## config.mk

```make
export PLATFORM = sky130hd
export DESIGN_NAME = imem_loader_flat
export DESIGN_NICKNAME = d
export VERILOG_FILES = /design/src/rtl/imem_loader_if.sv /design/src/rtl/imem_loader.sv /design/src/flat_wrapper.sv
export SDC_FILE = /design/constraint.sdc
export NUM_CORES = 1
export LEC_CHECK = 0
export ABC_CLOCK_PERIOD_IN_PS = 4000
export BUFFER_PORTS_ARGS = -buffer_cell sky130_fd_sc_hd__buf_2
export CORE_MARGIN = 2
export CORE_UTILIZATION = 40
export DETAILED_ROUTE_END_ITERATION = 10
export GPL_ROUTABILITY_DRIVEN = 0
export REMOVE_ABC_BUFFERS = 1
export SETUP_SLACK_MARGIN = 0.1
export SLEW_MARGIN = 20
export SYNTH_ARGS = -nofsm -noshare
export SYNTH_HDL_FRONTEND = slang
export SYNTH_SLANG_ARGS = --single-unit
```

## constraint.sdc

```tcl
create_clock -name clk -period 4 [get_ports clk]
set_clock_uncertainty 0.2 [all_clocks]
set_input_delay 0 -clock clk [delete_from_list [all_inputs] [get_ports clk]]
set_output_delay 0 -clock clk [all_outputs]
set_load 0.1 [all_outputs]
```

## src/rtl/imem_loader_if.sv

```systemverilog
// Bundle between the instruction-memory loader, its serial byte source,
// the instruction-memory write port and the CPU front-end status lines.
interface imem_loader_if;
    logic        start;
    logic        in_valid;
    logic [7:0]  in_byte;
    logic        in_ready;
    logic        we;
    logic [7:0]  waddr;
    logic [31:0] wdata;
    logic        hold;
    logic        done;
    logic        err;

    modport master (
        output start, in_valid, in_byte,
        input  in_ready, we, waddr, wdata, hold, done, err
    );

    modport slave (
        input  start, in_valid, in_byte,
        output in_ready, we, waddr, wdata, hold, done, err
    );
endinterface

```

## src/rtl/imem_loader.sv

```systemverilog
// Serial instruction-memory loader: count byte, big-endian words, XOR checksum,
// keeps the CPU front end held until a clean load completes.
module imem_loader #(
    parameter logic [7:0] BASE_ADDR = 8'h00
) (
    input logic          clk,
    input logic          rst,
    imem_loader_if.slave bus
);
    typedef enum logic [2:0] {IDLE, COUNT, ASSEMBLE, WRITE, CHECK, FIN} state_t;

    state_t      state, state_nx;
    logic [7:0]  waddr, waddr_nx;
    logic [31:0] wdata, wdata_nx;
    logic [7:0]  csum, csum_nx;
    logic [6:0]  words, words_nx;
    logic [1:0]  byte_cnt, byte_cnt_nx;
    logic        hold, hold_nx;
    logic        done, done_nx;
    logic        err, err_nx;
    logic        accept;

    assign bus.in_ready = (state == COUNT) || (state == ASSEMBLE) || (state == CHECK);
    assign accept       = bus.in_valid && bus.in_ready;
    assign bus.we       = (state == WRITE);
    assign bus.waddr    = waddr;
    assign bus.wdata    = wdata;
    assign bus.hold     = hold;
    assign bus.done     = done;
    assign bus.err      = err;

    always_ff @(posedge clk or negedge rst) begin
        if (!rst) begin
            state    <= IDLE;
            waddr    <= BASE_ADDR;
            wdata    <= 32'h0;
            csum     <= 8'h0;
            words    <= 7'd0;
            byte_cnt <= 2'd0;
            hold     <= 1'b1;
            done     <= 1'b0;
            err      <= 1'b0;
        end else begin
            state    <= state_nx;
            waddr    <= waddr_nx;
            wdata    <= wdata_nx;
            csum     <= csum_nx;
            words    <= words_nx;
            byte_cnt <= byte_cnt_nx;
            hold     <= hold_nx;
            done     <= done_nx;
            err      <= err_nx;
        end
    end

    always_comb begin
        state_nx    = state;
        waddr_nx    = waddr;
        wdata_nx    = wdata;
        csum_nx     = csum;
        words_nx    = words;
        byte_cnt_nx = byte_cnt;
        hold_nx     = hold;
        done_nx     = done;
        err_nx      = err;
        case (state)
            IDLE, FIN: begin
                if (bus.start) begin
                    state_nx    = COUNT;
                    hold_nx     = 1'b1;
                    done_nx     = 1'b0;
                    err_nx      = 1'b0;
                    waddr_nx    = BASE_ADDR;
                    csum_nx     = 8'h0;
                    byte_cnt_nx = 2'd0;
                end
            end
            COUNT: begin
                if (accept) begin
                    if (bus.in_byte > 8'd64) begin
                        state_nx = FIN;
                        done_nx  = 1'b1;
                        err_nx   = 1'b1;
                        hold_nx  = 1'b1;
                    end else begin
                        // A zero count means the full 64-word image.
                        words_nx    = (bus.in_byte == 8'd0) ? 7'd64 : bus.in_byte[6:0];
                        byte_cnt_nx = 2'd0;
                        state_nx    = ASSEMBLE;
                    end
                end
            end
            ASSEMBLE: begin
                if (accept) begin
                    wdata_nx    = {wdata[23:0], bus.in_byte};
                    csum_nx     = csum ^ bus.in_byte;
                    byte_cnt_nx = byte_cnt + 2'd1;
                    if (byte_cnt == 2'd3)
                        state_nx = WRITE;
                end
            end
            WRITE: begin
                waddr_nx = waddr + 8'd4;
                words_nx = words - 7'd1;
                state_nx = (words == 7'd1) ? CHECK : ASSEMBLE;
            end
            CHECK: begin
                if (accept) begin
                    state_nx = FIN;
                    done_nx  = 1'b1;
                    err_nx   = (bus.in_byte != csum);
                    hold_nx  = (bus.in_byte != csum);
                end
            end
            default: state_nx = IDLE;
        endcase
    end
endmodule

```

## src/flat_wrapper.sv

```systemverilog
// flat-port wrapper written by rule: the top's interface ports become plain ports
module imem_loader_flat 
#(
    parameter logic [7:0] BASE_ADDR = 8'h00
)
  (clk, rst, bus_start, bus_in_valid, bus_in_byte, bus_in_ready, bus_we, bus_waddr, bus_wdata, bus_hold, bus_done, bus_err);
  imem_loader_if bus_i ();
  input logic clk;
  input logic rst;
  input wire logic [$bits(bus_i.start)-1:0] bus_start;
  input wire logic [$bits(bus_i.in_valid)-1:0] bus_in_valid;
  input wire logic [$bits(bus_i.in_byte)-1:0] bus_in_byte;
  output wire logic [$bits(bus_i.in_ready)-1:0] bus_in_ready;
  output wire logic [$bits(bus_i.we)-1:0] bus_we;
  output wire logic [$bits(bus_i.waddr)-1:0] bus_waddr;
  output wire logic [$bits(bus_i.wdata)-1:0] bus_wdata;
  output wire logic [$bits(bus_i.hold)-1:0] bus_hold;
  output wire logic [$bits(bus_i.done)-1:0] bus_done;
  output wire logic [$bits(bus_i.err)-1:0] bus_err;
  assign bus_i.start = bus_start;
  assign bus_i.in_valid = bus_in_valid;
  assign bus_i.in_byte = bus_in_byte;
  assign bus_in_ready = bus_i.in_ready;
  assign bus_we = bus_i.we;
  assign bus_waddr = bus_i.waddr;
  assign bus_wdata = bus_i.wdata;
  assign bus_hold = bus_i.hold;
  assign bus_done = bus_i.done;
  assign bus_err = bus_i.err;
  imem_loader #(.BASE_ADDR(BASE_ADDR)) u_core (.clk(clk), .rst(rst), .bus(bus_i));
endmodule
```

* Word level (Yosys, flattened, before mapping)
Index checks and enable logic that the tools add are counted.
Word-level totals: register bits after elaboration 63
Cells by class: $add $sub $neg 3, magnitude comparators 1, mux-type cells 30, bitwise logic cells 1, reduce and logical (&&, ||, !) cells 18, eq/ne operators 15
Operator list (count):
- $pmux 8 s2 | 2
- $mux 3 | 7
- $mux 7 | 3
- $mux 8 | 2
- $pmux 3 s5 | 1
- $reduce_and 5->1 | 3
- $pmux 7 s2 | 1
- $pmux 1 s3 | 3
- $add 8x3->8 const B | 1
- $gt 8x7->1 const B | 1
- $logic_not 8->1 | 1
- $mux 2 | 4
- $ne 2x2->1 const B | 4
- $ne 8x8->1 | 1
- $xor 8x8->8 | 1
- $eq 7x1->1 const B | 1
- $sub 7x1->7 const B | 1
- $eq 3x2->1 const B | 2
- $eq 3x3->1 const B | 2
- $mux 1 | 6
- $ne 2x1->1 const B | 3
- $pmux 2 s3 | 1
- $reduce_and 3->1 | 2
- $reduce_bool 2->1 | 3
- other kinds (9) | 12

* Longest topological paths before layout
Gate-level depths: netlist (run 1).
depth after elaboration 6, mapped depth 8, gate-level depth less buffers 6

* Worst setup path before layout (run 1)
No wires, ideal clock.
kind register to register, start register u_core.waddr[2], in the netlist u_core.bus.waddr[2], end register u_core.waddr[6], in the netlist u_core.bus.waddr[6], data required time 3.717 ns, setup slack 2.037 ns, library setup time 0.083 ns, cell stages (with the launch flop) 5, path buffers 0, arrival 1.680 ns, path through dfrtp_1 > ha_1 > nand3_1 > xor2_1 > o21ai_0
Between the ends: word-level cells in the longest chain between the ends 2
Ends and longest elaborated chain:
- from (decl) | RTL line imem_loader.sv:13 | logic [7:0] waddr, waddr_nx;
- from (signal assigned) | RTL line imem_loader.sv:45 | waddr <= waddr_nx;
- $add 8x3->8 | RTL line imem_loader.sv:103 | waddr_nx = waddr + 8'd4;
- $pmux 8 s2 | RTL line imem_loader.sv:66 | case (state)
Every way passes these cells. A chain may end at the register's enable or synchronous reset.

* Final worst setup path (run 1)
start register u_core.state[1], end register u_core.wdata[28], in the netlist u_core.bus.wdata[28]
Between the ends: word-level cells in the longest chain between the ends 5, elaborated cells between the ends (all ways) 7
Ends and longest elaborated chain:
- from (decl) | RTL line imem_loader.sv:12 | state_t state, state_nx;
- from (signal assigned) | RTL line imem_loader.sv:44 | state <= state_nx;
- $eq 3x1->1 / $eq 3x2->1 (equally long branches) | RTL line imem_loader.sv:23, imem_loader.sv:66
- $logic_or 1x1->1 (2 in series) | RTL line imem_loader.sv:23 | assign bus.in_ready = (state == COUNT) || (state == ASSEMBLE) || (state == CHECK);
- $logic_and 1x1->1 | RTL line imem_loader.sv:24 | assign accept = bus.in_valid && bus.in_ready;
- $reduce_and 2->1 (no source line) *
- to (signal assigned) | RTL line imem_loader.sv:46 | wdata <= wdata_nx;
- to (decl) | RTL line imem_loader.sv:14 | logic [31:0] wdata, wdata_nx;
Every way passes the cells marked *; elsewhere a longest branch is shown, timed or not.

==> results of run 1 <==
## cells in the mapped netlist, drive strengths merged (3+ instances only)
master  instances  area share [%]
buf            13             3.0
dfrtp          60              49
nand2         112              14
a31oi           3            0.61
and3            4            0.82
nand2b         13             2.7
o21ai          33             5.4
clkbuf          4            0.49
nor4            4             1.5
mux2i           3            0.98
nor2           24             3.0
nor3            8             1.5
a21oi          16             2.9
ha              4             1.6
inv             8            0.98
nand3           6            0.98
nand4           6             1.2
## what timing repair did
action,4_1_cts,5_1_grt
endpoints found under the hold margin,89,0
buffers inserted,0,0
hold buffers,11,0
endpoints found under the setup margin,0,0
## sequential cells by signal (all words and copies together), names as in the netlist
signal / count
u_core.bus.done: 1
u_core.bus.err: 1
u_core.bus.hold: 1
u_core.bus.waddr: 6
u_core.bus.wdata: 32
u_core.byte_cnt: 2
u_core.csum: 8
u_core.state: 3
u_core.words: 7
## tightest hold or removal path, delay by kind of cell
family | cells | cell delay (ns)
buffers and inverters | 3 | 1.22
## layer usage
layer  track usage, %  share of wire [%]  vias up
li1                 -                  -     1290
met1             23.6                 49     1236
met2             27.9                 44       77
met3             4.15                4.9       10
met4             8.46                2.3        0
met5                0                  0        -
## per-stage QoR
stage                     cells  utilization (%)
final                       515             49.7
after global routing        515             49.7
after CTS                   515             49.7
after detailed placement    488             46.0
after global placement      488             46.0
after floorplan             332                -
## final timing paths
path	startpoint	end	slack [ns]	cells after the start
min	rst	u_core.bus.wdata[31]	0.16	3
min in group clk	u_core.bus.wdata[27]	u_core.bus.wdata[27]	0.27	2
max reg2reg	u_core.state[1]	u_core.bus.wdata[28]	1.45	4
min reg2reg	u_core.bus.wdata[27]	u_core.bus.wdata[27]	0.27	2
max	u_core.state[1]	u_core.bus.wdata[28]	1.45	4
max in group asynchronous	rst	u_core.bus.wdata[4]	2.93	3
## report_power, final
group | total [uW] | leakage [uW] | internal (uW) | switching [uW]
Clock | 459 | 0.0000829 | 220 | 238
Sequential | 978 | 0.000812 | 785 | 193
Combinational | 1580 | 0.000985 | 329 | 1250
## area by class of cell
cell class                      instances  area (um2)
Timing Repair Buffer                   68         403
Clock buffer                           11         131
Inverter                                8        30.0
Fill cell                             704        3690
Tap cell                               99         124
Clock inverter                          5        27.5
Multi-Input combinational cell        263        1400
Sequential cell                        61        1530
## cells by family after synthesis
group | synth area share [%]
and+or+nand+nor | 27.1
AOI/OAI and AO/OA | 13.1
DFF | 49.9
buffers and inverters | 4.49
adders and majority gates | 2.00
muxes | 1.84
xor gates and xnor gates | 1.47
other | 0.122
==> impl_metrics.py, run 1 <==
metrics = {
    "floorplan": {
        "fp.dieH_um": 91.5,
        "initial_utilization_pct": 41.8,
        "die-area_mm2": 0.00837,
        "floorplan.core_area_mm2": 0.00733,
        "fp-row-count": 31,
        "num_io_pins": 57,
        "fp.dieW_um": 91.5,
    },
    "sta": {
        "slew_headroom_pct": 46.4,
        "max_freq_mhz": 392,
        "drv_slew": 0,
        "tightest_slew_ns": 0.804,
        "fin_ws_ns": 1.45,
        "setup-tns-final_ns": 0,
        "finalSetupViolations": 0,
        "hold_ws_ns": 0.163,
        "hold_viol": 0,
        "finalCriticalPeriod_ns": 2.55,
        "period_share_pct": 63.7,
        "rsz0062_at_grt": "no",
    },
    "clocking": {
        "cts_buffers": 9,
        "cts_max_path_buffers": 2,
        "tritoncts": "built",
        "insertion_delay_ns": 0.34,
        "htreeDepth": 3,
        "cts_sinks": 61,
        "clock-root-buffer": "clkbuf_8",
        "cts_resized": 0,
        "clk_pin_slew_ns": 0.07,
    },
    "flow_run": {
        "drv_cap": 0,
    },
    "worst_setup_path": {
        "cp_slowest_cell": "dfrtp_1",
        "path_class": "flip-flop to flip-flop",
        "cp_max_fo": 23,
        "endpoint_kind": "flip-flop",
        "critical_path.cell_chain": "nand3_1 -> buf_4 -> nand2_1 -> nand2_1",
        "arrival_ns": 2.57,
        "critical_path.most_common_cell": "nand2_1",
        "critPathRequiredTime_ns": 4.02,
        "cpPeakStageDelay_ns": 0.87,
        "critical-path-top-delay-family": "simple AND/OR/NAND/NOR gates",
        "start_kind": "flip-flop",
        "cp.buffers_inverters": 1,
    },
    "power": {
        "ir_worst_vdd_mv": 0.331,
        "leakagePower_uw": 0.00188,
        "power_density_mw_per_mm2": 829,
        "total_power_uw": 3020,
    },
    "synthesis": {
        "ys_seq_area_share_pct": 49.9,
        "synth_edf_count": 0,
        "synthCells": 348,
        "async_flop_share_pct": 100,
        "yosys_register_bits": 61,
        "synth.avg_cell_area_um2": 8.80,
        "yosys_warnings": 0,
        "syn_area_mm2": 0.00306,
        "ys_types": 53,
        "synthFlopType": "dfrtp_1",
    },
    "detailed_routing": {
        "viasPerCell": 5.07,
        "postRouteAntennaNets": 0,
        "drc": 0,
        "drt_iter0_markers": 158,
        "drt-pass1-iter-count": 5,
        "routedWlPerCell_um": 13.3,
        "drt-total-wl_um": 6870,
        "vias": 2613,
    },
    "global_route": {
        "grt_max_degree": 62,
        "grt_usage_pct": 17.9,
        "antenna_found_initial": 0,
        "grt-ovfl-total": 0,
        "first_global_vias": 2521,
        "grt_pass1_wl_um": 11900,
    },
    "finish": {
        "final_common_cell": "nand2_1",
        "diodes": 0,
        "area_growth_syn_to_layout_pct": 19.0,
        "finish.instance_area_mm2": 0.00364,
        "nNetsFinal": 427,
        "final_cell_mix": "nand2_1, dfrtp_1, buf_2",
        "drive_gt1_share_pct": 21.6,
    },
    "status": {
        "status": "complete, no violations",
    },
    "hold_path": {
        "hold_path.class": "input port to async pin",
    },
    "placement": {
        "dp_hpwl_um": 4470,
        "io_buffers": 54,
        "post-place-ws_ns": 1.45,
        "placed_area_mm2": 0.00337,
    },
}
Note: power is estimated with default switching activity, not from simulation.
==> run 2, diff against run 1 <==
--- a/config.mk
+++ b/config.mk
@@ -5,7 +5,7 @@
 export SDC_FILE = /design/constraint.sdc
 export NUM_CORES = 1
 export LEC_CHECK = 0
-export ABC_CLOCK_PERIOD_IN_PS = 4000
+export ABC_CLOCK_PERIOD_IN_PS = 2100
 export BUFFER_PORTS_ARGS = -buffer_cell sky130_fd_sc_hd__buf_2
 export CORE_MARGIN = 2
 export CORE_UTILIZATION = 40
==> constraint.sdc (replaced) <==
create_clock -name clk -period 2.1 [get_ports clk]
set_clock_uncertainty 0.2 [all_clocks]
set_input_delay 0 -clock clk [delete_from_list [all_inputs] [get_ports clk]]
set_output_delay 0 -clock clk [all_outputs]
set_load 0.1 [all_outputs]
==> run 2 against run 1 <==
Net effect:
- die area unchanged
- sequential power increased by 86%
- wire length increased by 2.9%
- highest routed layer unchanged
- critical path depth increased by 1
- power increased by 110%
- first-iteration DRC count decreased by 15%
- final cell count increased by 2.3%
- utilization increased by 3.1 points
- hold slack got worse by 0.15 ns
- setup slack got worse by 1.2 ns
- critical endpoint is now bus_we
- design area increased by 6.3%
- global-route usage increased by 0.25 points
==> impl_metrics.py, run 2 (synthesis gave the netlist of run 1 again) <==
metrics = {
    "status": {
        "status": "complete, no violations",
    },
    "worst_setup_path": {
        "r2r.worst_path.cells": 6,
        "start_kind": "flip-flop",
        "cp_max_fo": 14,
        "endpoint_kind": "output pin",
        "critical_path.cell_chain": "and2b_2 -> nand2_4 -> inv_6 -> buf_4 -> buf_12",
        "cpPeakStageDelay_ns": 0.48,
        "critPathRequiredTime_ns": 1.90,
        "path_class": "flip-flop to output pin",
        "cp_slowest_cell": "dfrtp_2",
        "arrival_ns": 1.70,
    },
    "floorplan": {
        "initial_utilization_pct": 41.8,
        "fp.dieW_um": 91.5,
        "num_io_pins": 57,
        "floorplan.core_area_mm2": 0.00733,
        "die-area_mm2": 0.00837,
        "fp-row-count": 31,
        "fp.dieH_um": 91.5,
    },
    "power": {
        "leakagePower_uw": 0.00199,
        "ir_worst_vdd_mv": 0.564,
        "power_density_mw_per_mm2": 1650,
    },
    "finish": {
        "finish.instance_area_mm2": 0.00387,
        "drive_gt1_share_pct": 24.8,
        "postLayoutCoreUtil_pct": 52.8,
        "largest-register": "u_core.bus.wdata",
        "reg.largest.list": "u_core.bus.wdata: 32 flops, u_core.csum: 8 flops, u_core.words: 7 flops",
        "diodes": 0,
        "nNetsFinal": 439,
        "area_growth_syn_to_layout_pct": 26.5,
        "final_cell_mix": "nand2_1, dfrtp_1, buf_2",
        "largest_reg_flops": 32,
        "final_common_cell": "nand2_1",
    },
    "clocking": {
        "insertion_delay_ns": 0.34,
        "cts_max_path_buffers": 2,
        "tritoncts": "built",
        "clk_pin_slew_ns": 0.06,
        "htreeDepth": 3,
        "cts_buffers": 9,
        "clock-root-buffer": "clkbuf_8",
        "cts_sinks": 61,
    },
    "detailed_routing": {
        "drt-pass1-iter-count": 4,
        "drc": 0,
        "drt_iter0_markers": 135,
        "postRouteAntennaNets": 0,
        "routedWlPerCell_um": 13.4,
        "viasPerCell": 4.94,
        "drt-total-wl_um": 7060,
        "vias": 2604,
    },
    "global_route": {
        "grt-ovfl-total": 0,
        "grt_pass1_wl_um": 11900,
        "grt_usage_pct": 18.2,
        "antenna_found_initial": 0,
        "first_global_vias": 2443,
        "grt_max_degree": 41,
    },
    "sta": {
        "hold_viol": 0,
        "tightest_slew_ns": 0.911,
        "period_share_pct": 90.4,
        "finalCriticalPeriod_ns": 1.90,
        "finalSetupViolations": 0,
        "slew_headroom_pct": 39.1,
        "drv_slew": 0,
        "max_freq_mhz": 527,
        "rsz0062_at_grt": "no",
    },
    "placement": {
        "placed_area_mm2": 0.00348,
        "dp_hpwl_um": 4770,
        "io_buffers": 54,
    },
    "flow_run": {
        "drv_cap": 0,
    },
    "hold_path": {
        "hold_path.class": "input port to async pin",
    },
}
[run 2: cell count changes in the layout (fill, tap and decap cells not counted), moves of 2 or more]
| cell | before | now |
|---|---|---|
| bufinv_16 | 0 | 3 |
| buf_4 | 3 | 13 |
| clkinv_2 | 4 | 1 |
| buf_2 | 54 | 52 |
| buf_12 | 0 | 3 |
| dfrtp_2 | 0 | 3 |
| dfrtp_1 | 60 | 57 |
[run 2: metrics by stage]
step / setup slack [ns] / TNS (ns) / total power, uW / cells / hold slack (ns)
global route: 0.125 / 0 / 6740 / 527 / 0.0350
detailed placement: 0.0677 / 0 / 5080 / 497 / -0.187
CTS: 0.153 / 0 / 6410 / 525 / 0.0237
floorplan: -0.269 / -4.56 / 4310 / 332 / -0.496
global placement: 0.0841 / 0 / 5050 / 497 / -0.180
finish: 0.203 / 0 / 6390 / 527 / 0.00939
[run 2: timing repair]
item | 4_1_cts | 5_1_grt
hold buffers | 12 | 0
endpoints found under the hold margin | 89 | 0
resized for setup | 5 | 3
setup endpoints to repair | 6 | 7
pin swaps | 0 | 1
buffers inserted | 0 | 2
[run 2: final timing paths]
check	start	end	slack, ns
hold / removal	rst	u_core.bus.wdata[13]	0.009
min in group clk	u_core.bus.wdata[28]	u_core.bus.wdata[28]	0.27
max in group asynchronous	rst	u_core.bus.wdata[15]	0.38
hold reg to reg	u_core.bus.wdata[28]	u_core.bus.wdata[28]	0.27
setup reg to reg	u_core.state[2]	u_core.words[0]	0.24
setup / recovery	u_core.state[2]	bus_we	0.20
[run 2: report_power, final]
part	internal, uW	switching, uW	leakage [uW]
clock	820	448	0.000121
combinational	812	2490	0.00106
sequential	1500	316	0.000809
total	3140	3260	0.00199
[run 2: cell type report]
class	count	area (um2)
Clock buffer	12	145
Clock inverter	4	95.1
Fill cell	723	3460
Inverter	8	35.0
Multi-Input combinational cell	263	1410
Sequential cell	61	1530
Tap cell	99	124
Timing Repair Buffer	80	538
[run 2: per-layer routing]
metal / part of all wire (%) / GRT usage, %
met3: 6.0 / 5.06
met4: 1.5 / 7.45
met1: 46 / 24.0
met2: 46 / 28.1
met5: 0 / 0
[run 2: worst max-delay path: cells and delay by family, from the launching register on]
family | cells | cell delay, ns
buffers and inverters | 3 | 0.45
DFF | 1 | 0.48
and+or+nand+nor | 2 | 0.43
==> run 3, diff against run 2 <==
--- a/config.mk
+++ b/config.mk
@@ -11,6 +11,7 @@
 export CORE_UTILIZATION = 40
 export DETAILED_ROUTE_END_ITERATION = 10
 export GPL_ROUTABILITY_DRIVEN = 0
+export PLACE_DENSITY_LB_ADDON = 0.3
 export REMOVE_ABC_BUFFERS = 1
 export SETUP_SLACK_MARGIN = 0.1
 export SLEW_MARGIN = 20
==> constraint.sdc (replaced) <==
create_clock -name clk -period 2.1 [get_ports clk]
set_clock_uncertainty 0.2 [all_clocks]
set_input_delay 0 -clock clk [delete_from_list [all_inputs] [get_ports clk]]
set_output_delay 0 -clock clk [all_outputs]
set_load 0.005 [all_outputs]
==> run 3 against run 2 <==
Net effect:
- clock power is 28% lower
- sequential power hardly changed
- sequential share of layout area rose by 1.0 points
- setup slack gained 0.027 ns
- power is 32% lower
- combinational power decreased by 52%
- design area down 2.6%
- clock-buffer cell count is 3 lower
- final cell count decreased by 0.38%
- fmax increased by 1.5%
- hold slack improved by 0.26 ns
- critical endpoint is now u_core.byte_cnt[1]
==> impl_metrics.py, run 3 (synthesis gave the netlist of run 1 again) <==
metrics = {
    "placement": {
        "io_buffers": 54,
        "placed_area_mm2": 0.00345,
        "dp_hpwl_um": 4720,
    },
    "clocking": {
        "htreeDepth": 3,
        "cts_buffers": 9,
        "clk_pin_slew_ns": 0.07,
        "cts_max_path_buffers": 2,
        "clock-root-buffer": "clkbuf_8",
        "cts_sinks": 61,
        "insertion_delay_ns": 0.34,
        "tritoncts": "built",
    },
    "finish": {
        "final_cell_mix": "nand2_1, dfrtp_1, buf_2",
        "largest-register": "u_core.bus.wdata",
        "reg.largest.list": "u_core.bus.wdata: 32 flops, u_core.csum: 8 flops, u_core.words: 7 flops",
        "diodes": 0,
        "final_common_cell": "nand2_1",
        "nFillCells": 701,
        "postLayoutCoreUtil_pct": 51.5,
        "nNetsFinal": 437,
        "largest_reg_flops": 32,
        "area_growth_syn_to_layout_pct": 23.3,
        "drive_gt1_share_pct": 24.9,
        "finish.instance_area_mm2": 0.00377,
    },
    "detailed_routing": {
        "routedWlPerCell_um": 13.1,
        "dr_wl_met2_um": 3290,
        "met3_length_um": 511,
        "postRouteAntennaNets": 0,
        "viasPerCell": 5.07,
        "vias": 2661,
        "wirelength_met1_um": 3030,
        "drc": 0,
        "highest_layer": "met4",
        "drt_iter0_markers": 141,
        "drt-pass1-iter-count": 4,
        "drt-total-wl_um": 6860,
    },
    "worst_setup_path": {
        "cp_slowest_cell": "dlygate4sd3_1",
        "cp.buffers_inverters": 2,
        "r2r_slack_ns": 0.24,
        "r2r_end": "u_core.bus.waddr[7]",
        "critPathRequiredTime_ns": 2.13,
        "r2r-start": "u_core.state[2]",
        "cp_max_fo": 5,
        "start_kind": "input port",
        "endpoint_kind": "flip-flop",
        "arrival_ns": 1.90,
        "path_class": "input port to flip-flop",
        "r2r.worst_path.cells": 6,
        "critical_path.cell_chain": "dlygate4sd3_1 -> buf_2 -> nor3_1 -> a21o_2 -> nand2_1 -> a21oi_2 -> mux2_4",
        "critical-path-top-delay-family": "buffers and inverters",
        "cpPeakStageDelay_ns": 0.53,
    },
    "status": {
        "status": "complete, no violations",
    },
    "floorplan": {
        "num_io_pins": 57,
        "floorplan.core_area_mm2": 0.00733,
        "fp.dieW_um": 91.5,
        "fp-row-count": 31,
        "die-area_mm2": 0.00837,
        "initial_utilization_pct": 41.8,
        "fp.dieH_um": 91.5,
    },
    "flow_run": {
        "drv_cap": 0,
    },
    "sta": {
        "hold_viol": 0,
        "max_freq_mhz": 535,
        "finalCriticalPeriod_ns": 1.87,
        "finalSetupViolations": 0,
        "period_share_pct": 89.1,
        "drv_slew": 0,
        "hold_ws_ns": 0.274,
        "rsz0062_at_grt": "yes",
    },
    "power": {
        "leakagePower_uw": 0.00195,
        "power_density_mw_per_mm2": 1150,
        "ir_worst_vdd_mv": 0.652,
        "total_power_uw": 4330,
    },
    "global_route": {
        "grt_usage_pct": 17.2,
        "grt_pass1_wl_um": 11600,
        "grt-ovfl-total": 0,
        "antenna_found_initial": 0,
        "first_global_vias": 2380,
        "grt_max_degree": 62,
    },
    "hold_path": {
        "hold_path.class": "flip-flop to flip-flop",
        "holdPathStages": 2,
        "min_to": "u_core.bus.wdata[24]",
        "hold_start": "u_core.bus.wdata[24]",
    },
}
-- run 3: cell types whose count changed in the layout (fill, tap and decap cells not counted), moves of 2 or more --
cell       previous run  this run
clkbuf_1              2         0
clkinv_2              1         3
buf_2                52        54
bufinv_16             3         0
buf_4                13         9
-- run 3: layout make-up --
class	instances	area, um2	area share [%]
well taps	99	124	3.28
multi-input cells	263	1410	37.3
repair buffers	78	509	13.5
inverters	8	30.0	0.796
clock buffers	9	124	3.28
clock inverters	7	48.8	1.29
flip-flops and latches	61	1530	40.6
-- run 3: routing by layer --
metal,vias to the layer above,GRT usage [%]
li1,1317,-
met1,1250,23.5
met2,90,26.2
met3,4,5.39
met4,0,5.18
met5,-,0
-- run 3: worst max path at each step --
stage                               start                   to  depth (start not counted)
after global routing      u_core.state[2]  u_core.bus.waddr[7]                          6
after CTS                 u_core.state[2]  u_core.bus.waddr[7]                          6
final                      bus_in_byte[7]   u_core.byte_cnt[1]                          7
after detailed placement  u_core.state[0]  u_core.bus.waddr[7]                          6
after floorplan           u_core.state[0]       u_core.csum[0]                          5
after global placement    u_core.state[0]  u_core.bus.waddr[7]                          6
-- run 3: metrics by stage --
stage               setup slack [ns]  TNS, ns  cells
floorplan                     -0.269    -4.07    332
global placement               0.196        0    495
detailed placement             0.131        0    495
CTS                            0.144        0    523
global route                  0.0878        0    525
finish                         0.230        0    525
-- run 3: tightest hold or removal path, cell delays in order (launching register included) --
cell     delay [ns]
dfrtp_1        0.34
nand2_1        0.05
nand2_1        0.05
-- run 3: repair_timing --
| action | 4_1_cts | 5_1_grt |
|---|---|---|
| gates cloned | 0 | 0 |
| pin swaps | 0 | 1 |
| hold buffers | 12 | 0 |
| hold endpoints to repair | 89 | 0 |
| endpoints found under the setup margin | 1 | 10 |
| setup buffers | 0 | 2 |
| gates resized for setup | 1 | 5 |
-- run 3: power breakdown --
group,internal [uW],switching (uW)
logic,719,864
clock network,431,482
registers,1500,332
